[config.mk]
export PLATFORM = sky130hd
export DESIGN_NAME = fetch_prefetch_queue_flat
export DESIGN_NICKNAME = d
export VERILOG_FILES = /design/src/rtl/fetch_prefetch_queue_if.sv /design/src/rtl/fetch_prefetch_queue.sv /design/src/flat_wrapper.sv
export SDC_FILE = /design/constraint.sdc
export NUM_CORES = 1
export LEC_CHECK = 0
export ABC_AREA = 1
export CAP_MARGIN = 0
export CORE_ASPECT_RATIO = 1.4
export CORE_MARGIN = 2
export CORE_UTILIZATION = 35
export CTS_BUF_LIST = sky130_fd_sc_hd__clkbuf_2
export CTS_CLUSTER_DIAMETER = 200
export DETAILED_ROUTE_END_ITERATION = 10
export GPL_TIMING_DRIVEN = 0
export HOLD_SLACK_MARGIN = 0.15
export PLACE_DENSITY = 0.55
export SLEW_MARGIN = 0
export SYNTH_ARGS = -nofsm -noshare
export SYNTH_HDL_FRONTEND = slang
export SYNTH_SLANG_ARGS = --single-unit
[constraint.sdc]
create_clock -name clock -period 2.13 [get_ports clock]
set_clock_uncertainty 0.05 [all_clocks]
set_input_delay 0.639 -clock clock [delete_from_list [all_inputs] [get_ports clock]]
set_output_delay 0.639 -clock clock [all_outputs]
set_load 0.05 [all_outputs]
[src/rtl/fetch_prefetch_queue_if.sv]
// ----------------------------------------------------------------------------
// fetch_prefetch_queue_if
//
// Bundles the ROM read port, the execute redirect, the fetch halt and the
// decode valid/ready handshake of the instruction prefetch queue.
//
//   master : the prefetch queue itself (drives rom_req/rom_addr, instr_*, count)
//   slave  : the surrounding pipeline (ROM, execute, decode)
//
// Signals
//   rom_req        ROM read issued this cycle
//   rom_addr       ROM read address (untranslated PC)
//   rom_data       ROM word, valid the cycle after rom_req
//   redirect_valid branch taken in execute
//   redirect_pc    branch target
//   fetch_halt     suppresses new ROM requests while high
//   instr_valid    head entry available to decode
//   instr_data     head instruction word
//   instr_pc       PC of the head instruction
//   instr_ready    decode accepts the head entry
//   count          current FIFO occupancy
// ----------------------------------------------------------------------------
interface fetch_prefetch_queue_if #(
   parameter int PC_W   = 12,
   parameter int DATA_W = 15,
   parameter int DEPTH  = 4
);
   localparam int CNT_W = $clog2(DEPTH + 1);

   logic              rom_req;
   logic [PC_W-1:0]   rom_addr;
   logic [DATA_W-1:0] rom_data;
   logic              redirect_valid;
   logic [PC_W-1:0]   redirect_pc;
   logic              fetch_halt;
   logic              instr_valid;
   logic [DATA_W-1:0] instr_data;
   logic [PC_W-1:0]   instr_pc;
   logic              instr_ready;
   logic [CNT_W-1:0]  count;

   modport master (
      output rom_req, rom_addr, instr_valid, instr_data, instr_pc, count,
      input  rom_data, redirect_valid, redirect_pc, fetch_halt, instr_ready
   );

   modport slave (
      input  rom_req, rom_addr, instr_valid, instr_data, instr_pc, count,
      output rom_data, redirect_valid, redirect_pc, fetch_halt, instr_ready
   );
endinterface

[src/rtl/fetch_prefetch_queue.sv]
// ----------------------------------------------------------------------------
// fetch_prefetch_queue
//
// Decoupled instruction-fetch front end. Issues sequential PC reads to a
// synchronous ROM, buffers each returned word together with its PC in a
// DEPTH-entry FIFO and hands entries to decode over a valid/ready handshake.
// A redirect from execute flushes buffered and in-flight fetches and restarts
// fetch at the branch target. Banking/translation lives outside this block.
//
// Ports
//   clock   clock
//   rst_l   asynchronous, active-low reset
//   bus     fetch_prefetch_queue_if.master (ROM port, redirect, halt, decode
//           handshake, occupancy)
//
// Build option
//   FETCH_BYPASS_EN  when defined, a word returning into an empty FIFO is
//                    presented to decode combinationally and, if accepted in
//                    that cycle, never written to the FIFO (2-cycle
//                    redirect/reset-to-valid instead of 3).
// ----------------------------------------------------------------------------
module fetch_prefetch_queue #(
   parameter int              PC_W     = 12,
   parameter int              DATA_W   = 15,
   parameter int              DEPTH    = 4,
   parameter logic [PC_W-1:0] RESET_PC = PC_W'('o4000)
) (
   input logic                    clock,
   input logic                    rst_l,
   fetch_prefetch_queue_if.master bus
);
   localparam int PTR_W = $clog2(DEPTH);
   localparam int CNT_W = $clog2(DEPTH + 1);

   typedef enum logic [1:0] {IDLE, RUN, HOLD} state_t;

   state_t            state_q;
   logic [PC_W-1:0]   fetch_pc_q, fetch_pc_d;
   logic              inflight_q;
   logic              kill_q;
   logic [PC_W-1:0]   inflight_pc_q;
   logic [PTR_W-1:0]  head_q, tail_q;
   logic [CNT_W-1:0]  count_q, count_d;
   logic [DATA_W-1:0] mem_data_q [DEPTH];
   logic [PC_W-1:0]   mem_pc_q   [DEPTH];

   logic [CNT_W:0]    used;
   logic              issue, ret, push, pop, fifo_vld, byp, byp_take;

   always_comb begin
      // Words already buffered plus the one on its way back; a new request is
      // only issued when it is guaranteed a FIFO slot.
      used     = {1'b0, count_q} + {{CNT_W{1'b0}}, inflight_q};
      issue    = (state_q == RUN) && !bus.fetch_halt && !bus.redirect_valid &&
                 (used < (CNT_W+1)'(DEPTH));
      ret      = inflight_q && !kill_q;
      fifo_vld = (count_q != '0);
`ifdef FETCH_BYPASS_EN
      byp      = ret && !fifo_vld;
      byp_take = byp && bus.instr_ready;
`else
      byp      = 1'b0;
      byp_take = 1'b0;
`endif
      // A returning word is dropped when a redirect flushes in the same cycle.
      push       = ret && !bus.redirect_valid && !byp_take;
      pop        = fifo_vld && bus.instr_ready;
      count_d    = count_q + CNT_W'(push) - CNT_W'(pop);
      fetch_pc_d = fetch_pc_q + PC_W'(1);
   end

   assign bus.rom_req  = issue;
   assign bus.rom_addr = fetch_pc_q;
   assign bus.count    = count_q;

   // Outputs read as zero when nothing is presented so decode never sees
   // stale storage contents.
   always_comb begin
      bus.instr_valid = fifo_vld || byp;
      bus.instr_data  = '0;
      bus.instr_pc    = '0;
      if (fifo_vld) begin
         bus.instr_data = mem_data_q[head_q];
         bus.instr_pc   = mem_pc_q[head_q];
      end
`ifdef FETCH_BYPASS_EN
      else if (byp) begin
         bus.instr_data = bus.rom_data;
         bus.instr_pc   = inflight_pc_q;
      end
`endif
   end

   // Control state: FSM, fetch PC, in-flight tracking and FIFO pointers.
   always_ff @(posedge clock or negedge rst_l) begin
      if (!rst_l) begin
         state_q    <= IDLE;
         fetch_pc_q <= RESET_PC;
         count_q    <= '0;
         head_q     <= '0;
         tail_q     <= '0;
         inflight_q <= 1'b0;
         kill_q     <= 1'b0;
      end else begin
         kill_q <= bus.redirect_valid;
         if (bus.redirect_valid) begin
            state_q    <= bus.fetch_halt ? HOLD : RUN;
            fetch_pc_q <= bus.redirect_pc;
            count_q    <= '0;
            head_q     <= '0;
            tail_q     <= '0;
            inflight_q <= 1'b0;
         end else begin
            case (state_q)
               IDLE:    state_q <= RUN;
               RUN:     if (bus.fetch_halt)  state_q <= HOLD;
               HOLD:    if (!bus.fetch_halt) state_q <= RUN;
               default: state_q <= IDLE;
            endcase
            inflight_q <= issue;
            if (issue) fetch_pc_q <= fetch_pc_d;
            if (push)  tail_q     <= tail_q + PTR_W'(1);
            if (pop)   head_q     <= head_q + PTR_W'(1);
            count_q <= count_d;
         end
      end
   end

   // Datapath storage; contents are only observed through count, so no reset.
   always_ff @(posedge clock) begin
      if (issue) inflight_pc_q <= fetch_pc_q;
      if (push) begin
         mem_data_q[tail_q] <= bus.rom_data;
         mem_pc_q[tail_q]   <= inflight_pc_q;
      end
   end
endmodule

[src/flat_wrapper.sv]
// flat-port wrapper written by rule: the top's interface ports become plain ports
module fetch_prefetch_queue_flat 
#(
   parameter int              PC_W     = 12,
   parameter int              DATA_W   = 15,
   parameter int              DEPTH    = 4,
   parameter logic [PC_W-1:0] RESET_PC = PC_W'('o4000)
)
  (clock, rst_l, bus_rom_req, bus_rom_addr, bus_instr_valid, bus_instr_data, bus_instr_pc, bus_count, bus_rom_data, bus_redirect_valid, bus_redirect_pc, bus_fetch_halt, bus_instr_ready);
  fetch_prefetch_queue_if #(.PC_W(PC_W), .DATA_W(DATA_W), .DEPTH(DEPTH)) bus_i ();
  input logic clock;
  input logic rst_l;
  output wire logic [$bits(bus_i.rom_req)-1:0] bus_rom_req;
  output wire logic [$bits(bus_i.rom_addr)-1:0] bus_rom_addr;
  output wire logic [$bits(bus_i.instr_valid)-1:0] bus_instr_valid;
  output wire logic [$bits(bus_i.instr_data)-1:0] bus_instr_data;
  output wire logic [$bits(bus_i.instr_pc)-1:0] bus_instr_pc;
  output wire logic [$bits(bus_i.count)-1:0] bus_count;
  input wire logic [$bits(bus_i.rom_data)-1:0] bus_rom_data;
  input wire logic [$bits(bus_i.redirect_valid)-1:0] bus_redirect_valid;
  input wire logic [$bits(bus_i.redirect_pc)-1:0] bus_redirect_pc;
  input wire logic [$bits(bus_i.fetch_halt)-1:0] bus_fetch_halt;
  input wire logic [$bits(bus_i.instr_ready)-1:0] bus_instr_ready;
  assign bus_rom_req = bus_i.rom_req;
  assign bus_rom_addr = bus_i.rom_addr;
  assign bus_instr_valid = bus_i.instr_valid;
  assign bus_instr_data = bus_i.instr_data;
  assign bus_instr_pc = bus_i.instr_pc;
  assign bus_count = bus_i.count;
  assign bus_i.rom_data = bus_rom_data;
  assign bus_i.redirect_valid = bus_redirect_valid;
  assign bus_i.redirect_pc = bus_redirect_pc;
  assign bus_i.fetch_halt = bus_fetch_halt;
  assign bus_i.instr_ready = bus_instr_ready;
  fetch_prefetch_queue #(.PC_W(PC_W), .DATA_W(DATA_W), .DEPTH(DEPTH), .RESET_PC(RESET_PC)) u_core (.clock(clock), .rst_l(rst_l), .bus(bus_i));
endmodule
# Word level (Yosys, flattened, before mapping)

Memory sizes are Yosys's and may differ from the RTL's.
Cells that the tools add are included.

Memories kept: 2
Input port bits: 32
Word-level logic and storage cells: 53
Register bits: 35
Bits in writable memories: 108
Output and inout bits: 44

Reduce and logical (&&, ||, !) cells: 15
Eq/ne operators: 4
Mux-type cells: 17
Add/sub/neg operators: 6
Magnitude comparators: 1

Memories:

| name              | depth | width | rd ports | clocked after Yosys merged registers in | wr ports | RTL line                   | text |
|---|---|---|---|---|---|---|---|
| u_core.mem_data_q | 4     | 15    | 1        | 0                                       | 1        | fetch_prefetch_queue.sv:44 | `logic [DATA_W-1:0] mem_data_q [DEPTH];` |
| u_core.mem_pc_q   | 4     | 12    | 1        | 0                                       | 1        | fetch_prefetch_queue.sv:45 | `logic [PC_W-1:0] mem_pc_q [DEPTH];` |

Operators by type and width:

| cell                    | count |
|---|---|
| $mux W12                | 3 |
| $mux W2                 | 8 |
| $mux W15                | 1 |
| $add A12 B1 Y12 const B | 1 |
| $logic_and A1 B1 Y1     | 6 |
| $ne A3 B3 Y1 const B    | 2 |
| $pmux W2 S3             | 1 |
| $reduce_bool A2 Y1      | 3 |
| $add A2 B1 Y2 const B   | 2 |
| $add A3 B1 Y4           | 1 |
| $lt A4 B3 Y1 const B    | 1 |
| $add A3 B1 Y3           | 1 |
| $logic_not A1 Y1        | 3 |
| $mux W1                 | 3 |
| $mux W3                 | 1 |
| $reduce_bool A3 Y1      | 1 |
| $sub A3 B1 Y3           | 1 |
| $eq A2 B1 Y1 const B    | 1 |
| $eq A2 B2 Y1 const B    | 1 |
| $logic_not A2 Y1        | 1 |
| $reduce_and A2 Y1       | 1 |

# Logic depth before layout (Yosys ltp)

Depth after elaboration: 6
Gate-level depth with buffers: 11
Gate-level depth less buffers: 11

# Worst setup path before layout

OpenSTA, ideal clock, no wires.

Path kind: reg-to-output
From: reg u_core.count_q[1] (netlist: u_core.bus.count[1])
To: out bus_instr_data[0]
Slack: -1.081 ns
Arrival: 2.522 ns
Stages on the path, launching flop included: 6
Path buffers: 1
Data required time: 1.441 ns
Cell sequence: dfrtp_1 > nor2_1 > nand2_1 > clkinv_1 > buf_2 > a21oi_1

Longest elaborated chain between the ends: 2

Ends and longest elaborated chain:

| item                      | RTL line                    | text |
|---|---|---|
| start: declaration        | fetch_prefetch_queue.sv:43  | `logic [CNT_W-1:0] count_q, count_d;` |
| start signal: assignment  | fetch_prefetch_queue.sv:124 | `count_q <= count_d;` |
| $reduce_bool A3 Y1        | fetch_prefetch_queue.sv:57  | `fifo_vld = (count_q != '0);` |
| named net bus_instr_valid | flat_wrapper.sv:15          | `output wire logic [$bits(bus_i.instr_valid)-1:0] bus_instr_valid;` |
| $mux W15                  | fetch_prefetch_queue.sv:82  | `if (fifo_vld) begin` |
| end: declaration          | flat_wrapper.sv:16          | `output wire logic [$bits(bus_i.instr_data)-1:0] bus_instr_data;` |

The timed path passes the listed nets, and every way through them passes these cells.

# Final worst setup path

From: reg u_core.head_q[0]
To: out bus_instr_pc[5]

Longest elaborated chain between the ends: 2

Ends and longest elaborated chain:

| item                     | RTL line                    | text |
|---|---|---|
| start: declaration       | fetch_prefetch_queue.sv:42  | `logic [PTR_W-1:0] head_q, tail_q;` |
| start signal: assignment | fetch_prefetch_queue.sv:123 | `if (pop) head_q <= head_q + PTR_W'(1);` |
| $mem_v2 Z4 W12           | -                           |  |
| $mux W12                 | fetch_prefetch_queue.sv:82  |  |
| end: declaration         | flat_wrapper.sv:17          | `output wire logic [$bits(bus_i.instr_pc)-1:0] bus_instr_pc;` |

Every way passes these cells.

==> impl_metrics.csv <==
group,metric,value,unit
hold_path,min_path_type,"input pin to register",
synth,synth_edf_count,120,
floorplan,ios,76,
detailed_routing,avgRoutedWirePerCell,17.6,um
power_and_ir_drop,switching_share,43.4,%
floorplan,die_h,159,um
power_and_ir_drop,pwr_density_cell,1230,nW/um^2
synth,yosys_most_used_dff,"edfxtp_1",
synth,yosys_warnings,0,
grt,grt_pass1_vias,4369,
cts,cts_buffer_depth,2,
cts,cts_buffers,17,
job,cap_violations,0,
synth,synth_cell_types,28,
synth,async_flop_share,16.1,%
detailed_routing,via_per_inst,5.00,
floorplan,start_util,35.8,%
floorplan,die_w,115,um
timing,fin_hold_ws,0.395,ns
synth,yosys-top-cells-count,"nor2_1 (122), edfxtp_1 (120), o21ai_0 (58)",
timing,fin_ws,-0.644,ns
timing,slew_viol_final,0,
layout,fin_util,51.9,%
placed_design,dp_hpwl,8990,um
synth,syn-cell-area,5990,sq um
cts,worstSkewPairLatency,0.65,ns
timing,worst_pin_slew,1.15,ns
timing,period_share,130,%
synth,yosysMostFrequentCell,"nor2_1",
grt,grt_pass1_wl,23600,um
timing,rsz0062_at_grt,"yes",
grt,grtUsageMet2,29.7,%
detailed_routing,antenna_left,0,
synth,synth_top_area_share,60.1,%
cts,hold_buffers,0,
power_and_ir_drop,peakVddDrop,758,uV
cts,path_clk_slew,0.20,ns
grt,grt_max_degree,24,
cts,cts_tree,"built",
power_and_ir_drop,clock_power_share,15.7,%
floorplan,rows,56,
synth,synth_top_cell_by_area,"edfxtp_1",
grt,top_usage_layer,"met2",
cts,htreeDepth,4,
synth,synthCells,530,
layout,layout.nets,710,
placed_design,dp.cells,809,
power_and_ir_drop,p_sw,4.63,mW
run_status,violations,"negative setup slack",
critical_path,end_kind,"output port",
layout,fin_cells,885,
cts,root_buffer,"clkbuf_2",
detailed_routing,first_pass_iters,5,
grt,grt_antenna_before_repair,1,
detailed_routing,wl,15500,um
power_and_ir_drop,comb_power_share,53.6,%
synth,ys_seq_elements,143,
synth,syn_avg_cell_area,11.3,sq um
timing,relSlewSlack,23.1,%
timing,hold_viol_final,0,
grt,use_met1,20.6,%
layout,nFillCells,1455,
layout,syn2layout_area_growth,45.1,%
detailed_routing,drc_errors,0,
layout,layout-drive-gt1-share,41.0,%
grt,overflow,0,
grt,grt_usage,17.0,%
floorplan,core_area,16700,sq um
timing,min_period,2.77,ns
detailed_routing,drt_iter0_markers,160,
synth,synthTopCellsByArea,"edfxtp_1 (60%), dfrtp_1 (9.2%), nor2_1 (7.6%)",
critical_path,crit_type,"register to output port",
power_and_ir_drop,power.internal,6.03,mW
synth,synth_fp_nets,571,
placed_design,io_buffers,75,
placed_design,gp_congestion,0.794,
grt,grt_util_met3,3.74,%
timing,tns,-16.42,ns
placed_design,place_ws,-1.32,ns
timing,setup_viol,32,
detailed_routing,num_vias,4423,
critical_path,path_max_fanout,8,
critical_path,critical_path.startpoint_type,"register",
power_and_ir_drop,leakagePower,3.21,nW
critical_path,cp.required,1.44,ns
timing,clock.fmax,0.361,GHz
floorplan,die_area,18200,sq um
cts,cts.sinks,143,
power_and_ir_drop,power_frac_seq,30.7,%
run_status,status,"finished, violations left",
synth,ys_seq_area_share,69.8,%
critical_path,cp.arrival,2.08,ns
## power groups by stage
stage	clock network (mW)	logic (mW)	registers, mW
CTS	1.73	5.24	3.25
global route	1.85	6.01	3.29
global placement	0	4.55	3.33
detailed placement	0	4.58	3.33
finish	1.68	5.72	3.27
floorplan	0	3.01	3.51
## sequential cells by signal, summed over array words and instances, names as in the netlist
name and cells:
u_core.mem_pc_q 48, u_core.inflight_pc_q 12, u_core.head_q 2, u_core.kill_q 1, u_core.mem_data_q 60, u_core.bus.rom_addr 12
u_core.bus.count 3, u_core.tail_q 2, u_core.inflight_q 1, u_core.state_q 2
## metrics by stage
step                instance area [sq um]  power, mW
floorplan                            6310       6.51
global placement                     7320       7.88
detailed placement                   7360       7.91
CTS                                  8140       10.2
global route                         8700       11.1
finish                               8700       10.7
## placed cells by master (no fill, tap or decap), types with 20 or more instances in the layout
cell type,instances
a21oi_4,20
buf_4,36
buf_6,43
clkdlybuf4s50_1,31
edfxtp_1,120
inv_1,28
nand2_1,47
nand3_1,35
nor2_1,81
nor2_2,27
nor2_4,20
o21ai_2,31
## kinds of logic (layout without fill, tap and decap cells)
family	count (synthesis)	count (layout)	synth area share [%]
AO/OA/AOI/OAI	94	94	7.93
XOR/XNOR	2	2	0.292
adder cells (fa/ha/maj)	9	9	2.00
buffers and inverters	59	207	4.49
flip-flops	143	143	69.8
other	0	1	0
AND/OR/NAND/NOR	223	226	15.5
## worst max-delay path: stages (launching register included)
cell	delay, ns
dfrtp_2	0.48
buf_12	0.17
buf_8	0.13
nor2_2	0.04
nor2_1	0.16
o21ai_2	0.10
a21oi_4	0.16
buf_6	0.18
## layout make-up
type / instances / area (sq um) / area share [%]
clock inverters: 14 / 183 / 2.10
clock buffers: 17 / 85.1 / 0.978
flip-flops and latches: 143 / 4200 / 48.3
well taps: 203 / 254 / 2.92
repair buffers: 117 / 1310 / 15.0
diodes: 1 / 2.50 / 0.0288
inverters: 34 / 149 / 1.71
plain buffers: 25 / 329 / 3.78
multi-input cells: 331 / 2190 / 25.2
## routing by layer
layer / share of wire (%) / vias up
met1: 40 / 2153
met5: 0 / -
li1: - / 2124
met4: 2.2 / 0
met2: 53 / 124
met3: 4.5 / 22
## timing repair
item	CTS	global route
pin swaps	11	44
setup endpoints to repair	105	42
setup buffers	24	10
cloned	4	6
gates resized for setup	411	113
## final timing paths
| check | slack [ns] | to | cells past startpoint | start |
|---|---|---|---|---|
| setup / recovery | -0.64 | bus_instr_pc[5] | 7 | u_core.head_q[0] |
| min in group asynchronous | 0.49 | u_core.bus.rom_addr[10] | 1 | rst_l |
| hold / removal | 0.40 | u_core.kill_q | 1 | bus_redirect_valid |
| setup reg to reg | -0.05 | u_core.bus.count[1] | 11 | u_core.bus.count[1] |
| max in group asynchronous | 0.76 | u_core.bus.rom_addr[3] | 1 | rst_l |
| hold reg to reg | 0.47 | u_core.mem_pc_q[1][4] | 0 | u_core.inflight_pc_q[4] |
Power figures use the tool's default switching activity.
